**config.mk**
```make
export PLATFORM = sky130hd
export DESIGN_NAME = detector_readout_axis
export DESIGN_NICKNAME = d
export VERILOG_FILES = /design/src/rtl/detector_readout_axis.sv
export SDC_FILE = /design/constraint.sdc
export NUM_CORES = 1
export LEC_CHECK = 0
export CORE_ASPECT_RATIO = 0.6
export CORE_MARGIN = 2
export CORE_UTILIZATION = 40
export CTS_CLUSTER_SIZE = 25
export DETAILED_ROUTE_END_ITERATION = 10
export PLACE_DENSITY = 0.63
export SYNTH_ARGS = -nofsm -noshare
export SYNTH_HDL_FRONTEND = slang
export SYNTH_SLANG_ARGS = --single-unit
```
**constraint.sdc**
```tcl
create_clock -name Clk -period 7.79 [get_ports Clk]
set_input_delay 0.779 -clock Clk [delete_from_list [all_inputs] [get_ports Clk]]
set_output_delay 0.779 -clock Clk [all_outputs]
set_load 0.005 [all_outputs]
```
**src/rtl/detector_readout_axis.sv**
```systemverilog
// Readout end of the coincidence detector.
// On an enabled end-of-window strobe it snapshots the clock count, the
// per-channel counts and the pairwise coincidence counts. It then streams
// them as one AXI4-Stream frame:
//   word 0           header {seq, NCHAN, NCOMB}
//   word 1           clock count
//   words 2..        channel counts
//   remaining words  pair counts
// Strobes that arrive while a frame is still in flight are dropped and counted.
module detector_readout_axis #(
  parameter int NCHAN = 4,
  parameter int NBITS = 32
) (
  input  logic                                  Clk,
  input  logic                                  Rst_n,
  input  logic                                  Enable_i,
  input  logic                                  Done_i,
  input  logic [NBITS-1:0]                      Cnt_Clk_i,
  input  logic [NCHAN*NBITS-1:0]                Cnt_chann_i,
  input  logic [(NCHAN*(NCHAN-1)/2)*NBITS-1:0]  Cnt_pairs_i,
  input  logic                                  Clr_ovf_i,
  output logic [NBITS-1:0]                      M_AXIS_tdata,
  output logic                                  M_AXIS_tvalid,
  input  logic                                  M_AXIS_tready,
  output logic                                  M_AXIS_tlast,
  output logic                                  Busy_o,
  output logic                                  Overrun_o,
  output logic [15:0]                           Drop_cnt_o,
  output logic [15:0]                           Seq_o
);

  localparam int NCOMB = NCHAN * (NCHAN - 1) / 2;
  localparam int L     = 2 + NCHAN + NCOMB;
  localparam int IW    = $clog2(L + 1);

  typedef enum logic {
    IDLE = 1'b0,
    SEND = 1'b1
  } state_t;

  // Header word: sequence number and frame geometry, zero-extended to NBITS.
  function automatic logic [NBITS-1:0] header_word(input logic [15:0] seq);
    header_word = NBITS'({seq, 8'(NCHAN), 8'(NCOMB)});
  endfunction

  state_t                     state_q, state_d;
  logic [IW-1:0]              idx_q, idx_d;
  logic [15:0]                seq_q, seq_d;
  logic [15:0]                snap_seq_q, snap_seq_d;
  logic [NBITS-1:0]           snap_clk_q, snap_clk_d;
  logic [NCHAN*NBITS-1:0]     snap_chann_q, snap_chann_d;
  logic [NCOMB*NBITS-1:0]     snap_pairs_q, snap_pairs_d;
  logic [NBITS-1:0]           tdata_q, tdata_d;
  logic                       tlast_q, tlast_d;
  logic                       ovf_q, ovf_d;
  logic [15:0]                drop_q, drop_d;

  logic                       hs_s;
  logic                       last_s;
  logic                       final_hs_s;
  logic                       done_s;
  logic                       capture_s;
  logic                       drop_s;
  logic [IW-1:0]              idx_nxt_s;
  logic [NBITS-1:0]           frame_s [L];
  logic [NBITS-1:0]           word_nxt_s;

  // Handshake, capture and drop decisions for the current cycle.
  always_comb begin
    hs_s       = (state_q == SEND) && M_AXIS_tready;
    last_s     = (idx_q == IW'(L - 1));
    final_hs_s = hs_s && last_s;
    done_s     = Done_i && Enable_i;
    capture_s  = done_s && ((state_q == IDLE) || final_hs_s);
    drop_s     = done_s && (state_q == SEND) && !final_hs_s;
    idx_nxt_s  = idx_q + IW'(1);
  end

  // Lay the held snapshot out in frame order.
  always_comb begin
    frame_s[0] = header_word(snap_seq_q);
    frame_s[1] = snap_clk_q;
    for (int i = 0; i < NCHAN; i++) begin
      frame_s[2 + i] = snap_chann_q[i*NBITS +: NBITS];
    end
    for (int p = 0; p < NCOMB; p++) begin
      frame_s[2 + NCHAN + p] = snap_pairs_q[p*NBITS +: NBITS];
    end
  end

  // Word that follows the one currently on the bus.
  always_comb begin
    word_nxt_s = '0;
    if (idx_nxt_s < IW'(L)) begin
      word_nxt_s = frame_s[idx_nxt_s];
    end else begin
      word_nxt_s = '0;
    end
  end

  // Next-state logic for the frame sequencer and its output registers.
  always_comb begin
    state_d      = state_q;
    idx_d        = idx_q;
    seq_d        = seq_q;
    snap_seq_d   = snap_seq_q;
    snap_clk_d   = snap_clk_q;
    snap_chann_d = snap_chann_q;
    snap_pairs_d = snap_pairs_q;
    tdata_d      = tdata_q;
    tlast_d      = tlast_q;
    if (capture_s) begin
      // The header goes out straight from the live seq so that word 0 is on
      // the bus one cycle after the strobe, even back-to-back.
      state_d      = SEND;
      idx_d        = '0;
      seq_d        = seq_q + 16'd1;
      snap_seq_d   = seq_q;
      snap_clk_d   = Cnt_Clk_i;
      snap_chann_d = Cnt_chann_i;
      snap_pairs_d = Cnt_pairs_i;
      tdata_d      = header_word(seq_q);
      tlast_d      = 1'b0;
    end else if (hs_s) begin
      if (last_s) begin
        state_d = IDLE;
        idx_d   = '0;
        tdata_d = '0;
        tlast_d = 1'b0;
      end else begin
        idx_d   = idx_nxt_s;
        tdata_d = word_nxt_s;
        tlast_d = (idx_nxt_s == IW'(L - 1));
      end
    end else begin
      state_d = state_q;
    end
  end

  // Lost-frame bookkeeping: a drop on the same edge as a clear wins.
  always_comb begin
    ovf_d  = ovf_q;
    drop_d = drop_q;
    if (drop_s) begin
      ovf_d = 1'b1;
      if (Clr_ovf_i) begin
        drop_d = 16'd1;
      end else if (drop_q != 16'hFFFF) begin
        drop_d = drop_q + 16'd1;
      end else begin
        drop_d = drop_q;
      end
    end else if (Clr_ovf_i) begin
      ovf_d  = 1'b0;
      drop_d = 16'd0;
    end else begin
      ovf_d  = ovf_q;
    end
  end

  // State, snapshot and output registers; reset abandons any frame at once.
  always_ff @(posedge Clk or negedge Rst_n) begin
    if (!Rst_n) begin
      state_q      <= IDLE;
      idx_q        <= '0;
      seq_q        <= 16'd0;
      snap_seq_q   <= 16'd0;
      snap_clk_q   <= '0;
      snap_chann_q <= '0;
      snap_pairs_q <= '0;
      tdata_q      <= '0;
      tlast_q      <= 1'b0;
      ovf_q        <= 1'b0;
      drop_q       <= 16'd0;
    end else begin
      state_q      <= state_d;
      idx_q        <= idx_d;
      seq_q        <= seq_d;
      snap_seq_q   <= snap_seq_d;
      snap_clk_q   <= snap_clk_d;
      snap_chann_q <= snap_chann_d;
      snap_pairs_q <= snap_pairs_d;
      tdata_q      <= tdata_d;
      tlast_q      <= tlast_d;
      ovf_q        <= ovf_d;
      drop_q       <= drop_d;
    end
  end

  assign M_AXIS_tdata  = tdata_q;
  assign M_AXIS_tvalid = (state_q == SEND);
  assign M_AXIS_tlast  = tlast_q;
  assign Busy_o        = (state_q == SEND);
  assign Overrun_o     = ovf_q;
  assign Drop_cnt_o    = drop_q;
  assign Seq_o         = seq_q;

endmodule

```
; ---- Yosys cells after proc, flatten, opt, wreduce, memory -nomap -nowiden
; Index checks and enable logic that the tools add are counted.
[word_totals]
reg_bits = 439
latchBits = 0
ramBits = 0
rom_bits = 0
in_bits = 358
output_inout_bits = 68
wordCells = 57
mem_count = 0
[op_classes]
add_sub_neg = 3
multipliers = 0
n_div = 0
magnitude_cmp = 2
n_eq_ne = 3
shift = 0
muxes = 22
bitwise_logic = 2
reduce_logical = 14
[op_table]
columns = operator, n
row1 = 32-bit 2-to-1 mux, 6
row2 = 32-bit binary-select mux with 4-bit select, 1
row3 = 16-bit 2-to-1 mux, 4
row4 = "16-bit by 1-bit adder with 16-bit output, second input constant", 2
row5 = "16-bit != test, second input constant", 1
row6 = 4-bit 2-to-1 mux, 3
row7 = "4-bit == test, second input constant", 2
row8 = 1-bit 2-to-1 mux, 8
row9 = 2-bit nonzero test, 4
row10 = 1-bit logical AND, 6
row11 = "5-bit greater-or-equal comparator, second input constant", 1
row12 = 4-bit NOT with 5-bit output, 1
row13 = "4-bit by 1-bit adder with 4-bit output, second input constant", 1
row14 = "4-bit less-than comparator, second input constant", 1
row15 = 2-bit AND reduction, 2
row16 = 1-bit zero test, 1
row17 = 1-bit logical OR, 1
row18 = 1-bit NOT, 1

; ---- Longest topological paths before layout
[depth]
depth_word = 9
ltp_mapped = 13

; ---- Least setup slack after synthesis
; Ideal clock, no wire load.
[synth_path]
path_kind = register to register
startpoint = reg idx_q[0]
endpoint = reg tdata_q[21], in the netlist M_AXIS_tdata[21]
arrival_time_ps = 3103
t_required_ps = 7670
path_slack_ps = 4567
stages_incl_launch_ff = 12
n_path_buf = 7
path_cell_list = dfrtp_1 -> buf_2 -> buf_2 -> buf_4 -> clkinv_1 -> clkbuf_1 -> ha_1 -> buf_2 -> buf_1 -> buf_1 -> mux4_2 -> a31o_2
[synth_between]
elab_chain_cells = 9
word_cells_on_any_way = 15
cone_classes = 1 x add/sub / 1 x order compare / 1 x eq/ne / 7 x mux / 1 x bitwise / 4 x reduce/logical
[synth_rtl]
columns = element, line_no
row1 = start: declaration, 47  ; logic [IW-1:0] idx_q, idx_d;
row2 = start signal: assignment, 177  ; idx_q <= idx_d;
row3 = 4-bit by 1-bit adder with 4-bit output, 76  ; idx_nxt_s = idx_q + IW'(1);
row4 = 4-bit NOT with 5-bit output (implied by the code), 95  ; word_nxt_s = frame_s[idx_nxt_s];
row5 = 32-bit binary-select mux with 4-bit select, 95
row6 = 32-bit 2-to-1 mux (implied by the code) (2 in series), 95
row7 = 32-bit 2-to-1 mux, 94  ; if (idx_nxt_s < IW'(L)) begin
row8 = 32-bit 2-to-1 mux, 125  ; if (last_s) begin
row9 = 32-bit 2-to-1 mux, 124  ; end else if (hs_s) begin
row10 = 32-bit 2-to-1 mux, 112  ; if (capture_s) begin
row11 = end signal: assignment, 183  ; tdata_q <= tdata_d;
row12 = end: declaration, 53  ; logic [NBITS-1:0] tdata_q, tdata_d;
; Several ways; a longest one is shown, not always the timed one. The select of a mux whose other input is x is not followed.
; A chain may end at the register's enable or synchronous reset.

; ---- Final worst setup path
[layout_path]
startpoint = reg idx_q[0]
endpoint = reg tdata_q[2], in the netlist M_AXIS_tdata[2]
; The elaborated chain is that of the path after synthesis.

==> impl_metrics.prom <==
# TYPE chip_impl_metric gauge
chip_impl_metric{name="post_synthesis_cells",unit=""} 2110
chip_impl_metric{name="ys_ff_latch",unit=""} 439
chip_impl_metric{name="layout-drive-gt1-share",unit="%"} 7.62
chip_impl_metric{name="use_met2",unit="%"} 39.6
chip_impl_metric{name="dpl_worst_slack",unit="ns"} 2.77
chip_impl_metric{name="timing.max_slew.rel_slack",unit="%"} 16.4
chip_impl_info{name="synth-main-ff-cell",value="sky130_fd_sc_hd__dfrtp_1"} 1
chip_impl_metric{name="clock_sinks",unit=""} 439
chip_impl_info{name="cpMaxStageDelayCell",value="sky130_fd_sc_hd__ha_4"} 1
chip_impl_info{name="tritoncts",value="yes"} 1
chip_impl_info{name="min_path_type",value="input port to async pin"} 1
chip_impl_metric{name="grt_overflow",unit=""} 0
chip_impl_metric{name="timing_worst_slew_pin_value",unit="ns"} 1.25
chip_impl_info{name="layout.cells.most_common_list",value="sky130_fd_sc_hd__nand2_1, sky130_fd_sc_hd__dfrtp_1, sky130_fd_sc_hd__clkdlybuf4s50_1, sky130_fd_sc_hd__mux4_2, sky130_fd_sc_hd__clkbuf_16"} 1
chip_impl_metric{name="synth_xor_xnor_area_share",unit="%"} 1.32
chip_impl_metric{name="peakVddDrop",unit="mV"} 0.308
chip_impl_info{name="path_delay_family",value="buffers and inverters"} 1
chip_impl_metric{name="muxShareOfSynthArea",unit="%"} 10.8
chip_impl_metric{name="arrival",unit="ns"} 5.29
chip_impl_metric{name="cts_inserted_buffers",unit=""} 43
chip_impl_metric{name="synthesis.yosys.warnings",unit=""} 0
chip_impl_metric{name="cts-hold-fix-buffers",unit=""} 0
chip_impl_metric{name="synth_compound_gate_area_share",unit="%"} 3.99
chip_impl_metric{name="cts.reportedPaths.clkPinSlew",unit="ns"} 0.06
chip_impl_info{name="endpoint_kind",value="register"} 1
chip_impl_metric{name="std_cell_rows",unit=""} 63
chip_impl_metric{name="postCtsResizedCells",unit=""} 0
chip_impl_info{name="cp_cell_sequence",value="clkinv_1 > ha_4 > buf_4 > mux2_2 > o22ai_1 > o21ai_0 > a221oi_1 > o21ai_0"} 1
chip_impl_metric{name="critPathMaxStageDelay",unit="ns"} 1.01
chip_impl_metric{name="final-max-slew-violation-count",unit=""} 0
chip_impl_metric{name="drt-vias-per-instance",unit=""} 5.08
chip_impl_metric{name="number_of_buffers_added_for_setup_after_cts",unit=""} 0
chip_impl_metric{name="final_period_minus_worst_setup_slack",unit="ns"} 4.88
chip_impl_metric{name="fin_tns_setup",unit="ns"} 0
chip_impl_metric{name="final.fill_count",unit=""} 4459
chip_impl_metric{name="synth.distinct_cells",unit=""} 51
chip_impl_metric{name="drtIter0Drc",unit=""} 1154
chip_impl_info{name="worst_path_most_repeated_cell",value="sky130_fd_sc_hd__o21ai_0"} 1
chip_impl_metric{name="grt_start_max_net_pins",unit=""} 212
chip_impl_metric{name="postSynthAreaPerCell",unit="um2"} 9.42
chip_impl_metric{name="track_usage",unit="%"} 23.2
chip_impl_info{name="layout.cells.most_common",value="sky130_fd_sc_hd__nand2_1"} 1
chip_impl_metric{name="synth_seq_area_share",unit="%"} 55.3
chip_impl_metric{name="cp.buffers_inverters",unit=""} 2
chip_impl_metric{name="post_synth_fa_ha_maj_area_fraction",unit="%"} 0.252
chip_impl_metric{name="width_of_the_die",unit="um"} 292
chip_impl_metric{name="synth.cell_area",unit="um2"} 19900
chip_impl_info{name="run_status",value="finished clean"} 1
chip_impl_metric{name="globalRouteMet3Util",unit="%"} 4.41
chip_impl_metric{name="hpwl_detailed",unit="mm"} 41.8
chip_impl_metric{name="power.static_leakage",unit="nW"} 12.7
chip_impl_metric{name="layout_worst_path_cycle_share",unit="%"} 62.6
chip_impl_metric{name="setup.reg_to_reg.worst_slack",unit="ns"} 2.91
chip_impl_info{name="globalRoute.busiestLayer",value="met2"} 1
chip_impl_metric{name="dieArea",unit="um2"} 51500
chip_impl_metric{name="globalRouteMet1Util",unit="%"} 30.3
chip_impl_metric{name="max_cap_viol_count",unit=""} 0
chip_impl_metric{name="setup_slack",unit="ns"} 2.91
chip_impl_metric{name="drt-pass1-iter-count",unit=""} 5
chip_impl_metric{name="layout_overhead_on_the_synthesized_area",unit="%"} 30.7
chip_impl_metric{name="routed-via-count",unit=""} 15990
chip_impl_metric{name="crit_required",unit="ns"} 8.21
chip_impl_metric{name="h-tree-depth",unit=""} 2
chip_impl_metric{name="powerDensity",unit="nW/um2"} 344
chip_impl_metric{name="worstSkewPairLatency",unit="ns"} 0.56
chip_impl_info{name="clock-root-buffer",value="sky130_fd_sc_hd__clkbuf_16"} 1
chip_impl_metric{name="number_of_global_route_vias_before_repair",unit=""} 16620
chip_impl_metric{name="postSynth.asyncResetShare",unit="%"} 100
chip_impl_metric{name="post_drt_wl_per_cell",unit="um"} 19.0
chip_impl_metric{name="max-clock-path-buffers",unit=""} 3
chip_impl_metric{name="ff_latch_area",unit="um2"} 11000
chip_impl_metric{name="die_height",unit="um"} 177
chip_impl_info{name="crit_path_start_kind",value="register"} 1
chip_impl_metric{name="gpl.final_weighted_congestion",unit=""} 0.865
chip_impl_metric{name="ioPinCount",unit=""} 426
chip_impl_metric{name="start_util",unit="%"} 40.4
chip_impl_metric{name="postSynthNetCount",unit=""} 2472
chip_impl_metric{name="numPortBuffers",unit=""} 425
chip_impl_metric{name="fmaxAchievable",unit="MHz"} 205
chip_impl_metric{name="ant_nets",unit=""} 0
chip_impl_metric{name="synth-simple-area-share",unit="%"} 25.2
chip_impl_info{name="worstSetupPathType",value="register to register"} 1
chip_impl_metric{name="grt_pass1_wl",unit="mm"} 93.0
chip_impl_metric{name="design_area",unit="um2"} 26000
chip_impl_metric{name="postRouteWirelength",unit="mm"} 59.7
chip_impl_metric{name="placeableCoreArea",unit="um2"} 49200
chip_impl_metric{name="layout.core_utilization",unit="%"} 52.8
chip_impl_metric{name="route.detailed.drc",unit=""} 0
chip_impl_metric{name="synth-edff-count",unit=""} 0
chip_impl_metric{name="multiInputGateArea",unit="um2"} 8320
chip_impl_metric{name="antenna_found_initial",unit=""} 5
chip_impl_info{name="synth_top_family_by_area",value="simple AND/OR/NAND/NOR gates"} 1
chip_impl_metric{name="place_area",unit="um2"} 24600
chip_impl_info{name="rsz0062_at_grt",value="false"} 1
chip_impl_metric{name="layout.nets",unit=""} 2824
chip_impl_metric{name="finalHoldViolations",unit=""} 0
chip_impl_metric{name="finalSetupViolations",unit=""} 0
chip_impl_metric{name="skew",unit="ns"} 0.0218
chip_impl_metric{name="worst-path-max-fanout",unit=""} 66
-- synth_stat cells, types with 4 or more instances --
cell	count	area [um2]
sky130_fd_sc_hd__a31o_2	12	105
sky130_fd_sc_hd__buf_2	61	305
sky130_fd_sc_hd__o2111ai_1	4	35.0
sky130_fd_sc_hd__nand3_1	9	45.0
sky130_fd_sc_hd__o21ai_0	32	160
sky130_fd_sc_hd__buf_4	4	30.0
sky130_fd_sc_hd__inv_1	5	18.8
sky130_fd_sc_hd__nor2b_1	13	81.3
sky130_fd_sc_hd__ha_1	4	50.1
sky130_fd_sc_hd__nor2_1	36	135
sky130_fd_sc_hd__nand2_1	1153	4330
sky130_fd_sc_hd__and3_1	8	50.1
sky130_fd_sc_hd__dfrtp_1	439	11000
sky130_fd_sc_hd__nor3_1	9	45.0
sky130_fd_sc_hd__nor3b_1	15	113
sky130_fd_sc_hd__nor4_1	4	25.0
sky130_fd_sc_hd__mux4_2	75	1690
sky130_fd_sc_hd__xor2_1	12	105
sky130_fd_sc_hd__mux2i_1	30	300
sky130_fd_sc_hd__clkbuf_1	60	225
sky130_fd_sc_hd__mux4_1	5	131
sky130_fd_sc_hd__nand4_1	7	43.8
sky130_fd_sc_hd__o211ai_1	16	120
sky130_fd_sc_hd__a211o_1	13	114
sky130_fd_sc_hd__xnor2_1	16	140
sky130_fd_sc_hd__a21oi_1	22	110
-- final cells by class --
| type | instances | area share (%) |
|---|---|---|
| inverter | 6 | 0.0867 |
| clock buffer | 63 | 4.98 |
| tap | 650 | 3.13 |
| antenna | 4 | 0.0385 |
| timing repair buffer | 438 | 17.0 |
| multi-input combinational | 1534 | 32.0 |
| sequential | 439 | 42.3 |
| clock inverter | 15 | 0.453 |
-- power breakdown --
group | switching [W] | internal, W
sequential | 0.000599 | 0.00315
clock | 0.000911 | 0.00119
combinational | 0.00152 | 0.00156
total | 0.00303 | 0.00590
-- cells by family (layout without fill, tap and decap cells) --
group,Yosys count,in the layout
AOI/OAI and AO/OA,117,117
muxes,113,113
and+or+nand+nor,1271,1271
buffers and inverters,137,522
other,0,4
adders and majority gates,4,4
DFF,439,439
xor gates and xnor gates,29,29
-- metrics by stage --
step | total power, W | hold slack, ns | cells
after floorplan | 0.00576 | 0.437 | 2110
after global placement | 0.00682 | 0.452 | 3067
after detailed placement | 0.00691 | 0.455 | 3067
after CTS | 0.00904 | 0.224 | 3145
after global routing | 0.00954 | 0.238 | 3149
final | 0.00893 | 0.223 | 3149
-- registers in the layout, summed over array words and instances, names as in the netlist, 4 cells and up --
signal        flops
Seq_o            16
snap_seq_q       16
snap_chann_q    128
snap_pairs_q    192
snap_clk_q       32
idx_q             4
M_AXIS_tdata     32
Drop_cnt_o       16
-- routing by layer --
layer | wire length, um | up-vias
li1 | - | 7532
met1 | 25000 | 7917
met2 | 30000 | 464
met3 | 3410 | 75
met4 | 1330 | 2
met5 | 13 | -
-- path summary, 6_finish.rpt --
path,cells past startpoint,start,to
max,8,idx_q[0],M_AXIS_tdata[2]
min,1,Rst_n,snap_pairs_q[88]
max reg2reg,8,idx_q[0],M_AXIS_tdata[2]
min reg2reg,2,snap_pairs_q[124],snap_pairs_q[124]
max in group asynchronous,2,Rst_n,idx_q[0]
min in group Clk,2,snap_pairs_q[124],snap_pairs_q[124]
-- worst reg2reg max path: stages, from the launching register on --
cell and delay [ns]:
sky130_fd_sc_hd__dfrtp_4 0.91, sky130_fd_sc_hd__clkinv_1 0.89, sky130_fd_sc_hd__ha_4 1.01, sky130_fd_sc_hd__buf_4 0.84, sky130_fd_sc_hd__mux2_2 0.47, sky130_fd_sc_hd__o22ai_1 0.12, sky130_fd_sc_hd__o21ai_0 0.11, sky130_fd_sc_hd__a221oi_1 0.28
sky130_fd_sc_hd__o21ai_0 0.11
Note: power is estimated with default switching activity, not from simulation.
